`src/rtl/chess_mem_port_arbiter_if.sv`:
```
// rtl/chess_mem_port_arbiter_if.sv - VGA, keyboard and dmem port B signal bundle for the arbiter
interface chess_mem_port_arbiter_if #(
    parameter int ADDR_W     = 12,
    parameter int DATA_W     = 32,
    parameter int FIFO_DEPTH = 4
);
    localparam int CNT_W = $clog2(FIFO_DEPTH) + 1;

    logic              vga_req;
    logic [ADDR_W-1:0] vga_addr;
    logic [DATA_W-1:0] vga_data;
    logic              vga_data_valid;
    logic              vga_stale;
    logic              kb_valid;
    logic [ADDR_W-1:0] kb_addr;
    logic [DATA_W-1:0] kb_data;
    logic              kb_ready;
    logic [ADDR_W-1:0] mem_address;
    logic [DATA_W-1:0] mem_data;
    logic              mem_wren;
    logic [DATA_W-1:0] mem_q;
    logic [CNT_W-1:0]  fifo_count;

    modport slave (
        input  vga_req, vga_addr, kb_valid, kb_addr, kb_data, mem_q,
        output vga_data, vga_data_valid, vga_stale, kb_ready,
               mem_address, mem_data, mem_wren, fifo_count
    );

    modport master (
        output vga_req, vga_addr, kb_valid, kb_addr, kb_data, mem_q,
        input  vga_data, vga_data_valid, vga_stale, kb_ready,
               mem_address, mem_data, mem_wren, fifo_count
    );
endinterface

```
`src/rtl/chess_mem_port_arbiter.sv`:
```
// rtl/chess_mem_port_arbiter.sv - dmem port B arbiter: VGA reads first, buffered keyboard writes with anti-starvation
module chess_mem_port_arbiter #(
    parameter int ADDR_W     = 12,
    parameter int DATA_W     = 32,
    parameter int FIFO_DEPTH = 4,
    parameter int MAX_WAIT   = 8
) (
    input  logic                   clock,
    input  logic                   reset,
    chess_mem_port_arbiter_if.slave bus
);
    localparam int PTR_W  = $clog2(FIFO_DEPTH);
    localparam int CNT_W  = PTR_W + 1;
    localparam int WAIT_W = $clog2(MAX_WAIT + 1);

    logic [ADDR_W-1:0] fifo_addr_q [FIFO_DEPTH];
    logic [DATA_W-1:0] fifo_data_q [FIFO_DEPTH];
    logic [PTR_W-1:0]  wr_ptr_q, wr_ptr_d;
    logic [PTR_W-1:0]  rd_ptr_q, rd_ptr_d;
    logic [CNT_W-1:0]  count_q, count_d;
    logic [WAIT_W-1:0] wait_q, wait_d;
    logic              rd_issued_q, rd_issued_d;
    logic              rd_preempt_q, rd_preempt_d;
    logic [DATA_W-1:0] hold_q, hold_d;

    logic fifo_nonempty;
    logic write_slot;
    logic read_slot;
    logic push;
    logic pop;

    // kb_ready is forced low while reset is held, since count_q alone would read as empty
    assign fifo_nonempty = (count_q != '0);
    assign bus.kb_ready  = !reset && (count_q < CNT_W'(FIFO_DEPTH));
    assign write_slot    = fifo_nonempty && (!bus.vga_req || (wait_q == WAIT_W'(MAX_WAIT)));
    assign read_slot     = bus.vga_req && !write_slot;
    assign push          = bus.kb_valid && bus.kb_ready;
    assign pop           = write_slot;

    assign bus.fifo_count = count_q;

    always_comb begin
        bus.mem_address = bus.vga_addr;
        bus.mem_data    = '0;
        bus.mem_wren    = 1'b0;
        if (write_slot) begin
            bus.mem_address = fifo_addr_q[rd_ptr_q];
            bus.mem_data    = fifo_data_q[rd_ptr_q];
            bus.mem_wren    = 1'b1;
        end
    end

    always_comb begin
        wr_ptr_d = wr_ptr_q;
        rd_ptr_d = rd_ptr_q;
        count_d  = count_q;
        if (push) begin
            wr_ptr_d = wr_ptr_q + PTR_W'(1);
        end
        if (pop) begin
            rd_ptr_d = rd_ptr_q + PTR_W'(1);
        end
        if (push && !pop) begin
            count_d = count_q + CNT_W'(1);
        end else if (!push && pop) begin
            count_d = count_q - CNT_W'(1);
        end
    end

    // The wait counter measures how long the head entry has been denied a slot
    always_comb begin
        wait_d = wait_q;
        if (write_slot || !fifo_nonempty) begin
            wait_d = '0;
        end else if (wait_q != WAIT_W'(MAX_WAIT)) begin
            wait_d = wait_q + WAIT_W'(1);
        end
    end

    always_comb begin
        rd_issued_d  = read_slot;
        rd_preempt_d = bus.vga_req && write_slot;
        hold_d       = rd_issued_q ? bus.mem_q : hold_q;
    end

    assign bus.vga_data       = rd_issued_q ? bus.mem_q : hold_q;
    assign bus.vga_data_valid = rd_issued_q;
    assign bus.vga_stale      = rd_preempt_q;

    always_ff @(posedge clock or posedge reset) begin
        if (reset) begin
            wr_ptr_q     <= '0;
            rd_ptr_q     <= '0;
            count_q      <= '0;
            wait_q       <= '0;
            rd_issued_q  <= 1'b0;
            rd_preempt_q <= 1'b0;
            hold_q       <= '0;
        end else begin
            wr_ptr_q     <= wr_ptr_d;
            rd_ptr_q     <= rd_ptr_d;
            count_q      <= count_d;
            wait_q       <= wait_d;
            rd_issued_q  <= rd_issued_d;
            rd_preempt_q <= rd_preempt_d;
            hold_q       <= hold_d;
        end
    end

    // Storage needs no reset: the pointers and count define which entries are live
    always_ff @(posedge clock) begin
        if (push) begin
            fifo_addr_q[wr_ptr_q] <= bus.kb_addr;
            fifo_data_q[wr_ptr_q] <= bus.kb_data;
        end
    end
endmodule

```
`src/flat_wrapper.sv`:
```
// flat-port wrapper written by rule: the top's interface ports become plain ports
module chess_mem_port_arbiter_flat 
#(
    parameter int ADDR_W     = 12,
    parameter int DATA_W     = 32,
    parameter int FIFO_DEPTH = 4,
    parameter int MAX_WAIT   = 8
)
  (clock, reset, bus_vga_req, bus_vga_addr, bus_kb_valid, bus_kb_addr, bus_kb_data, bus_mem_q, bus_vga_data, bus_vga_data_valid, bus_vga_stale, bus_kb_ready, bus_mem_address, bus_mem_data, bus_mem_wren, bus_fifo_count);
  chess_mem_port_arbiter_if #(.ADDR_W(ADDR_W), .DATA_W(DATA_W), .FIFO_DEPTH(FIFO_DEPTH)) bus_i ();
  input  logic clock;
  input  logic reset;
  input wire logic [$bits(bus_i.vga_req)-1:0] bus_vga_req;
  input wire logic [$bits(bus_i.vga_addr)-1:0] bus_vga_addr;
  input wire logic [$bits(bus_i.kb_valid)-1:0] bus_kb_valid;
  input wire logic [$bits(bus_i.kb_addr)-1:0] bus_kb_addr;
  input wire logic [$bits(bus_i.kb_data)-1:0] bus_kb_data;
  input wire logic [$bits(bus_i.mem_q)-1:0] bus_mem_q;
  output wire logic [$bits(bus_i.vga_data)-1:0] bus_vga_data;
  output wire logic [$bits(bus_i.vga_data_valid)-1:0] bus_vga_data_valid;
  output wire logic [$bits(bus_i.vga_stale)-1:0] bus_vga_stale;
  output wire logic [$bits(bus_i.kb_ready)-1:0] bus_kb_ready;
  output wire logic [$bits(bus_i.mem_address)-1:0] bus_mem_address;
  output wire logic [$bits(bus_i.mem_data)-1:0] bus_mem_data;
  output wire logic [$bits(bus_i.mem_wren)-1:0] bus_mem_wren;
  output wire logic [$bits(bus_i.fifo_count)-1:0] bus_fifo_count;
  assign bus_i.vga_req = bus_vga_req;
  assign bus_i.vga_addr = bus_vga_addr;
  assign bus_i.kb_valid = bus_kb_valid;
  assign bus_i.kb_addr = bus_kb_addr;
  assign bus_i.kb_data = bus_kb_data;
  assign bus_i.mem_q = bus_mem_q;
  assign bus_vga_data = bus_i.vga_data;
  assign bus_vga_data_valid = bus_i.vga_data_valid;
  assign bus_vga_stale = bus_i.vga_stale;
  assign bus_kb_ready = bus_i.kb_ready;
  assign bus_mem_address = bus_i.mem_address;
  assign bus_mem_data = bus_i.mem_data;
  assign bus_mem_wren = bus_i.mem_wren;
  assign bus_fifo_count = bus_i.fifo_count;
  chess_mem_port_arbiter #(.ADDR_W(ADDR_W), .DATA_W(DATA_W), .FIFO_DEPTH(FIFO_DEPTH), .MAX_WAIT(MAX_WAIT)) u_core (.clock(clock), .reset(reset), .bus(bus_i));
endmodule
```
`config.mk`:
```
export PLATFORM = sky130hd
export DESIGN_NAME = chess_mem_port_arbiter_flat
export DESIGN_NICKNAME = d
export VERILOG_FILES = /design/src/rtl/chess_mem_port_arbiter_if.sv /design/src/rtl/chess_mem_port_arbiter.sv /design/src/flat_wrapper.sv
export SDC_FILE = /design/constraint.sdc
export NUM_CORES = 1
export LEC_CHECK = 0
export ABC_AREA = 1
export BUFFER_PORTS_ARGS = -buffer_cell sky130_fd_sc_hd__buf_2
export CAP_MARGIN = 30
export CORE_ASPECT_RATIO = 0.8
export CORE_MARGIN = 3
export CORE_UTILIZATION = 59
export DETAILED_ROUTE_END_ITERATION = 16
export GPL_TIMING_DRIVEN = 0
export MAX_ROUTING_LAYER = met4
export PLACE_DENSITY = 0.83
export SETUP_SLACK_MARGIN = 0.05
export SYNTH_ARGS = -nofsm -noshare
export SYNTH_HDL_FRONTEND = slang
export SYNTH_SLANG_ARGS = --single-unit
```
`constraint.sdc`:
```
create_clock -name clock -period 7.6 [get_ports clock]
set_input_delay 0.76 -clock clock [delete_from_list [all_inputs] [get_ports clock]]
set_output_delay 0.76 -clock clock [all_outputs]
set_load 0.02 [all_outputs]
```
Yosys cells after proc, flatten, opt, wreduce, memory -nomap -nowiden
Memories as Yosys holds them, arrays and structs flattened. Index checks and enable logic that the tools add are counted.

Output and inout port bits: 83. Memory bits (writable): 176. Memories kept: 2. Word-level logic and storage cells: 44. Register bits after elaboration: 45.

Memory list: u_core.fifo_data_q (words 4, bits a word 32, rd ports 1, clocked after memory_dff 0, wr ports 1, line chess_mem_port_arbiter.sv:17) `logic [DATA_W-1:0] fifo_data_q [FIFO_DEPTH];`; u_core.fifo_addr_q (words 4, bits a word 12, rd ports 1, clocked after memory_dff 0, wr ports 1, line chess_mem_port_arbiter.sv:16) `logic [ADDR_W-1:0] fifo_addr_q [FIFO_DEPTH];`.

Order comparisons: 1. Reduce and logical (&&, ||, !) cells: 17. Eq/ne operators: 2. Muxes and demuxes: 10. Add/sub/neg operators: 5.

Operators by type and width (number): 2-to-1 mux 32 bit (2); 2-to-1 mux 12 bit (1); 2-to-1 mux 4 bit (2); logical AND 1 bit (7); 2-to-1 mux 3 bit (2); zero test 1 bit (5); adder 2 x 1 -> 2 bit (second input constant) (2); adder 4 x 1 -> 4 bit (second input constant) (1); == test 4 bit (second input constant) (1); != test 4 bit (second input constant) (1); nonzero test 2 bit (2); adder 3 x 1 -> 3 bit (second input constant) (1); < comparator 3 bit (second input constant) (1); 2-to-1 mux 1 bit (3); nonzero test 3 bit (1); subtractor 3 x 1 -> 3 bit (second input constant) (1); logical OR 1 bit (2).

Depth between registers and ports, before layout
Word-level depth: 7. Mapped depth: 13. Gate-level depth less buffers: 12.

Worst setup path before layout
OpenSTA, ideal clock, no wires.

Path type: in2reg. From: in reset. To: mem u_core.fifo_addr_q[0][0] (enable). Setup slack: 3962 ps. Required time: 7154 ps. Cell stages on the path: 3. Library setup time: 446 ps. Arrival time: 3193 ps. Path through: nor2_1 nand2_1 nor2_1.

Word-level cells in the longest chain between the ends: 5.

Ends and longest elaborated chain: from (decl) (line flat_wrapper.sv:12) `input logic reset;`; zero test 1 bit (line chess_mem_port_arbiter.sv:34) `assign bus.kb_ready = !reset && (count_q < CNT_W'(FIFO_DEPTH));`; logical AND 1 bit (line chess_mem_port_arbiter.sv:34); logical AND 1 bit (line chess_mem_port_arbiter.sv:37) `assign push = bus.kb_valid && bus.kb_ready;`; 2-to-1 mux 1 bit (line chess_mem_port_arbiter.sv:112) `if (push) begin`; 2-to-1 mux 1 bit (not written as such) (line chess_mem_port_arbiter.sv:113) `fifo_addr_q[wr_ptr_q] <= bus.kb_addr;`; to (decl) (line chess_mem_port_arbiter.sv:16).

No other way between the ends.

Worst setup path in the final report
From: reg u_core.wait_q[0]. To: out bus_mem_data[14].

Word-level cells in the longest chain between the ends: 4.

Ends and longest elaborated chain: from (decl) (line chess_mem_port_arbiter.sv:21) `logic [WAIT_W-1:0] wait_q, wait_d;`; from (signal assigned) (line chess_mem_port_arbiter.sv:103) `wait_q <= wait_d;`; == test 4 bit (line chess_mem_port_arbiter.sv:35) `assign write_slot = fifo_nonempty && (!bus.vga_req || (wait_q == WAIT_W'(MAX_WAIT)));`; logical OR 1 bit (line chess_mem_port_arbiter.sv:35); logical AND 1 bit (line chess_mem_port_arbiter.sv:35); 2-to-1 mux 32 bit (line chess_mem_port_arbiter.sv:46) `if (write_slot) begin`; to (decl) (line flat_wrapper.sv:24) `output wire logic [$bits(bus_i.mem_data)-1:0] bus_mem_data;`.

No other way between the ends.

==> reports/results.tsv <==
stage	metric	value	unit
sta	Max Freq	341	MHz
critical_path	Top cell by count, worst path	buf_6	
final_layout	final cell count without fillers	1214	
clock_network	Sink Count	221	
clock_network	Setup Buffers After CTS	0	
place	placed standard-cell area	0.0104	sq mm
critical_path	Critical Path Source Type	register	
detailed_routing	First-pass DRT Iterations	5	
critical_path	WP data arrival	2.17	ns
logic_synthesis	synth unique cells	24	
die	Die Y	117	um
sta	Final Hold Viols	0	
final_layout	final core utilization	73.7	%
clock_network	CTS root buffer	clkbuf_16	
die	Core ar.	0.0151	sq mm
sta	Final setup viols	0	
detailed_routing	wire per inst	16.5	um
die	initial core utilization	60.6	%
die	Die Area	0.0170	sq mm
logic_synthesis	post-synthesis cell count	783	
critical_path	CP endpoint	bus_mem_data[14]	
logic_synthesis	synth warn	0	
clock_network	clock slew at reported path FFs	0.06	ns
logic_synthesis	post-synth net total	883	
place	post-DP HPWL	13100	um
clock_network	CTS tree	yes	
grt	gr usage total	24.0	%
power	Pleak	4.87	nW
clock_network	CTS buffer count	21	
sta	clock skew	0.0134	ns
critical_path	Worst setup EP type	primary output	
critical_path	slowest stage delay, CP	0.41	ns
grt	largest net degree at the start of global routing	43	
place	Placer Congestion	0.786	
final_layout	commonest non-fill, non-tap cells in the layout	237 x nand2_1, 192 x buf_2, 176 x edfxtp_1	
sta	RSZ-0062 raised after global routing	no	
final_layout	Post-Layout Inst Area	0.0111	sq mm
critical_path	Register-to-Register Path Depth	13	
critical_path	CP Launch Point	u_core.wait_q[0]	
sta	Final min period	2.93	ns
grt	grt ovf	0	
min_path	Min-Delay Path Class	in -> async	
sta	Hold WS	0.148	ns
grt	vias in the first global route	5928	
final_layout	P&R area growth vs syn	21.5	%
place	PortBufs	174	
detailed_routing	DR iter-0 viols	446	
sta	Final Slew Violations	0	
final_layout	share of cells above drive strength 1	29.2	%
sta	Worst Slack Setup Final	4.67	ns
critical_path	RR Startpoint	u_core.wait_q[0]	
final_layout	commonest non-fill, non-tap cell in the layout	nand2_1	
clock_network	htree depth	1	
run_status	status	finished, final reports clean	
sta	slew margin rel.	50.0	%
power	Power per Cell Area	357	mW/mm^2
clock_network	deepest clock path buffer count	3	
place	DP Worst Slack	5.01	ns
critical_path	crit path cell chain	inv_1 -> ha_1 -> nand3_2 -> nand2_1 -> nand2_2 -> buf_6 -> buf_6 -> a21oi_1 -> buf_2	
sta	final setup TNS	0	ns
run	number of max-cap violations	0	
critical_path	CP max stage cell	dfrtp_1	
die	num rows	40	
detailed_routing	DR vias	6230	
grt	initial antenna violation count	4	
place	placed insts	1172	
detailed_routing	Post-Route WL	20000	um
die	Die X	145	um
critical_path	CP Max Fanout	10	
power	Max IR drop VDD	0.230	mV
critical_path	r2r setup slk	5.23	ns
critical_path	Worst Path Required	6.84	ns
logic_synthesis	sequential share of the synthesized area	70.2	%
logic_synthesis	syn_area_per_cell	11.7	sq um
critical_path	type of the worst setup path	reg -> out	
clock_network	Post-CTS Hold Buffers	0	
sta	post-route clock period utilization	38.6	%
sta	worst slew pin tran	0.749	ns
clock_network	post-CTS resize count	0	
clock_network	Skew-Pair Late Insertion Delay	0.50	ns
detailed_routing	Routed Antenna Nets	0	
power	Tot Pwr	3.96	mW
detailed_routing	Residual DRC	0	
logic_synthesis	synthesized cell area	0.00914	sq mm
logic_synthesis	number of synthesized register bits	221	
die	# IOs	175	
grt	first-pass GRT wire length	30800	um
final_layout	final net count	1085	
detailed_routing	Vias/cell	5.13	
critical_path	worst reg2reg path endpoint	u_core.bus.fifo_count[2]	
## state kept, by name (all words and copies together), names as in the netlist
register / flops
u_core.bus.fifo_count: 3
u_core.bus.vga_data_valid: 1
u_core.bus.vga_stale: 1
u_core.fifo_addr_q: 48
u_core.fifo_data_q: 128
u_core.hold_q: 32
u_core.rd_ptr_q: 2
u_core.wait_q: 4
u_core.wr_ptr_q: 2
## kinds of logic (layout without fill, tap and decap cells)
family,count (synthesis),in the layout,share of synthesized area (%)
compound gates,66,66,3.82
xor+xnor,6,6,0.575
fa+ha+maj,8,8,1.18
buf+inv,108,325,5.77
flops,221,221,70.2
mux,32,32,3.94
other cells,0,4,0
simple gates,342,342,14.5
## cells in the mapped netlist
library cell / number / area share [%]
inv_1: 65 / 2.7
inv_2: 3 / 0.12
a21oi_1: 27 / 1.5
edfxtp_1: 176 / 58
fa_1: 1 / 0.22
mux2_2: 30 / 3.7
a21oi_2: 5 / 0.48
o21ai_1: 4 / 0.22
buf_2: 18 / 0.99
nor2_1: 75 / 3.1
mux2_1: 2 / 0.25
o21ai_0: 30 / 1.6
ha_1: 7 / 0.96
nand3_1: 28 / 1.5
nand3_2: 1 / 0.11
clkbuf_1: 4 / 0.16
buf_6: 8 / 0.99
inv_6: 1 / 0.096
buf_4: 9 / 0.74
dfrtp_1: 45 / 12
xor2_1: 3 / 0.29
xnor2_1: 3 / 0.29
nand2_2: 1 / 0.069
nand2_1: 237 / 9.7
## area by class of cell
cell class	count	area, sq um
Tap cell	210	263
Inverter	69	264
Clock inverter	5	53.8
Multi-Input combinational cell	454	2230
Timing Repair Buffer	179	971
Sequential cell	221	6410
Fill cell	983	3970
Antenna cell	4	10.0
Buffer	39	263
Clock buffer	33	636
## routing by layer
metal  GRT usage [%]  wire length [um]  vias up
met5               -                 0        -
met4            8.54               433        0
met3            5.50              1920       40
met2            38.6              9580      313
met1            30.9              8070     2880
li1                -                 -     2997
## report_power, final
part / switching [mW] / internal [mW]
Combinational: 0.957 / 0.478
Sequential: 0.0487 / 1.45
Clock: 0.414 / 0.610
## worst min path at each step
| stage | start | endpoint | slack [ns] | cells past startpoint |
|---|---|---|---|---|
| 5_1_grt | reset | u_core.hold_q[6] | 0.14 | 2 |
| 3_3_place_gp | u_core.hold_q[2] | u_core.hold_q[2] | 0.46 | 1 |
| 2_1_floorplan | u_core.wait_q[0] | u_core.wait_q[0] | 0.45 | 1 |
| 6_report | reset | u_core.bus.vga_stale | 0.15 | 2 |
| 4_1_cts | reset | u_core.bus.vga_stale | 0.14 | 2 |
| 3_5_place_dp | u_core.hold_q[1] | u_core.hold_q[1] | 0.47 | 1 |
## worst max-delay path, delay by kind of cell, from the launching register on
kind	cells	cell delay, ns
compound gates	1	0.23
fa+ha+maj	1	0.15
buf+inv	4	0.61
flops	1	0.41
simple gates	3	0.27
No activity file was read; power rests on OpenSTA's default activity.
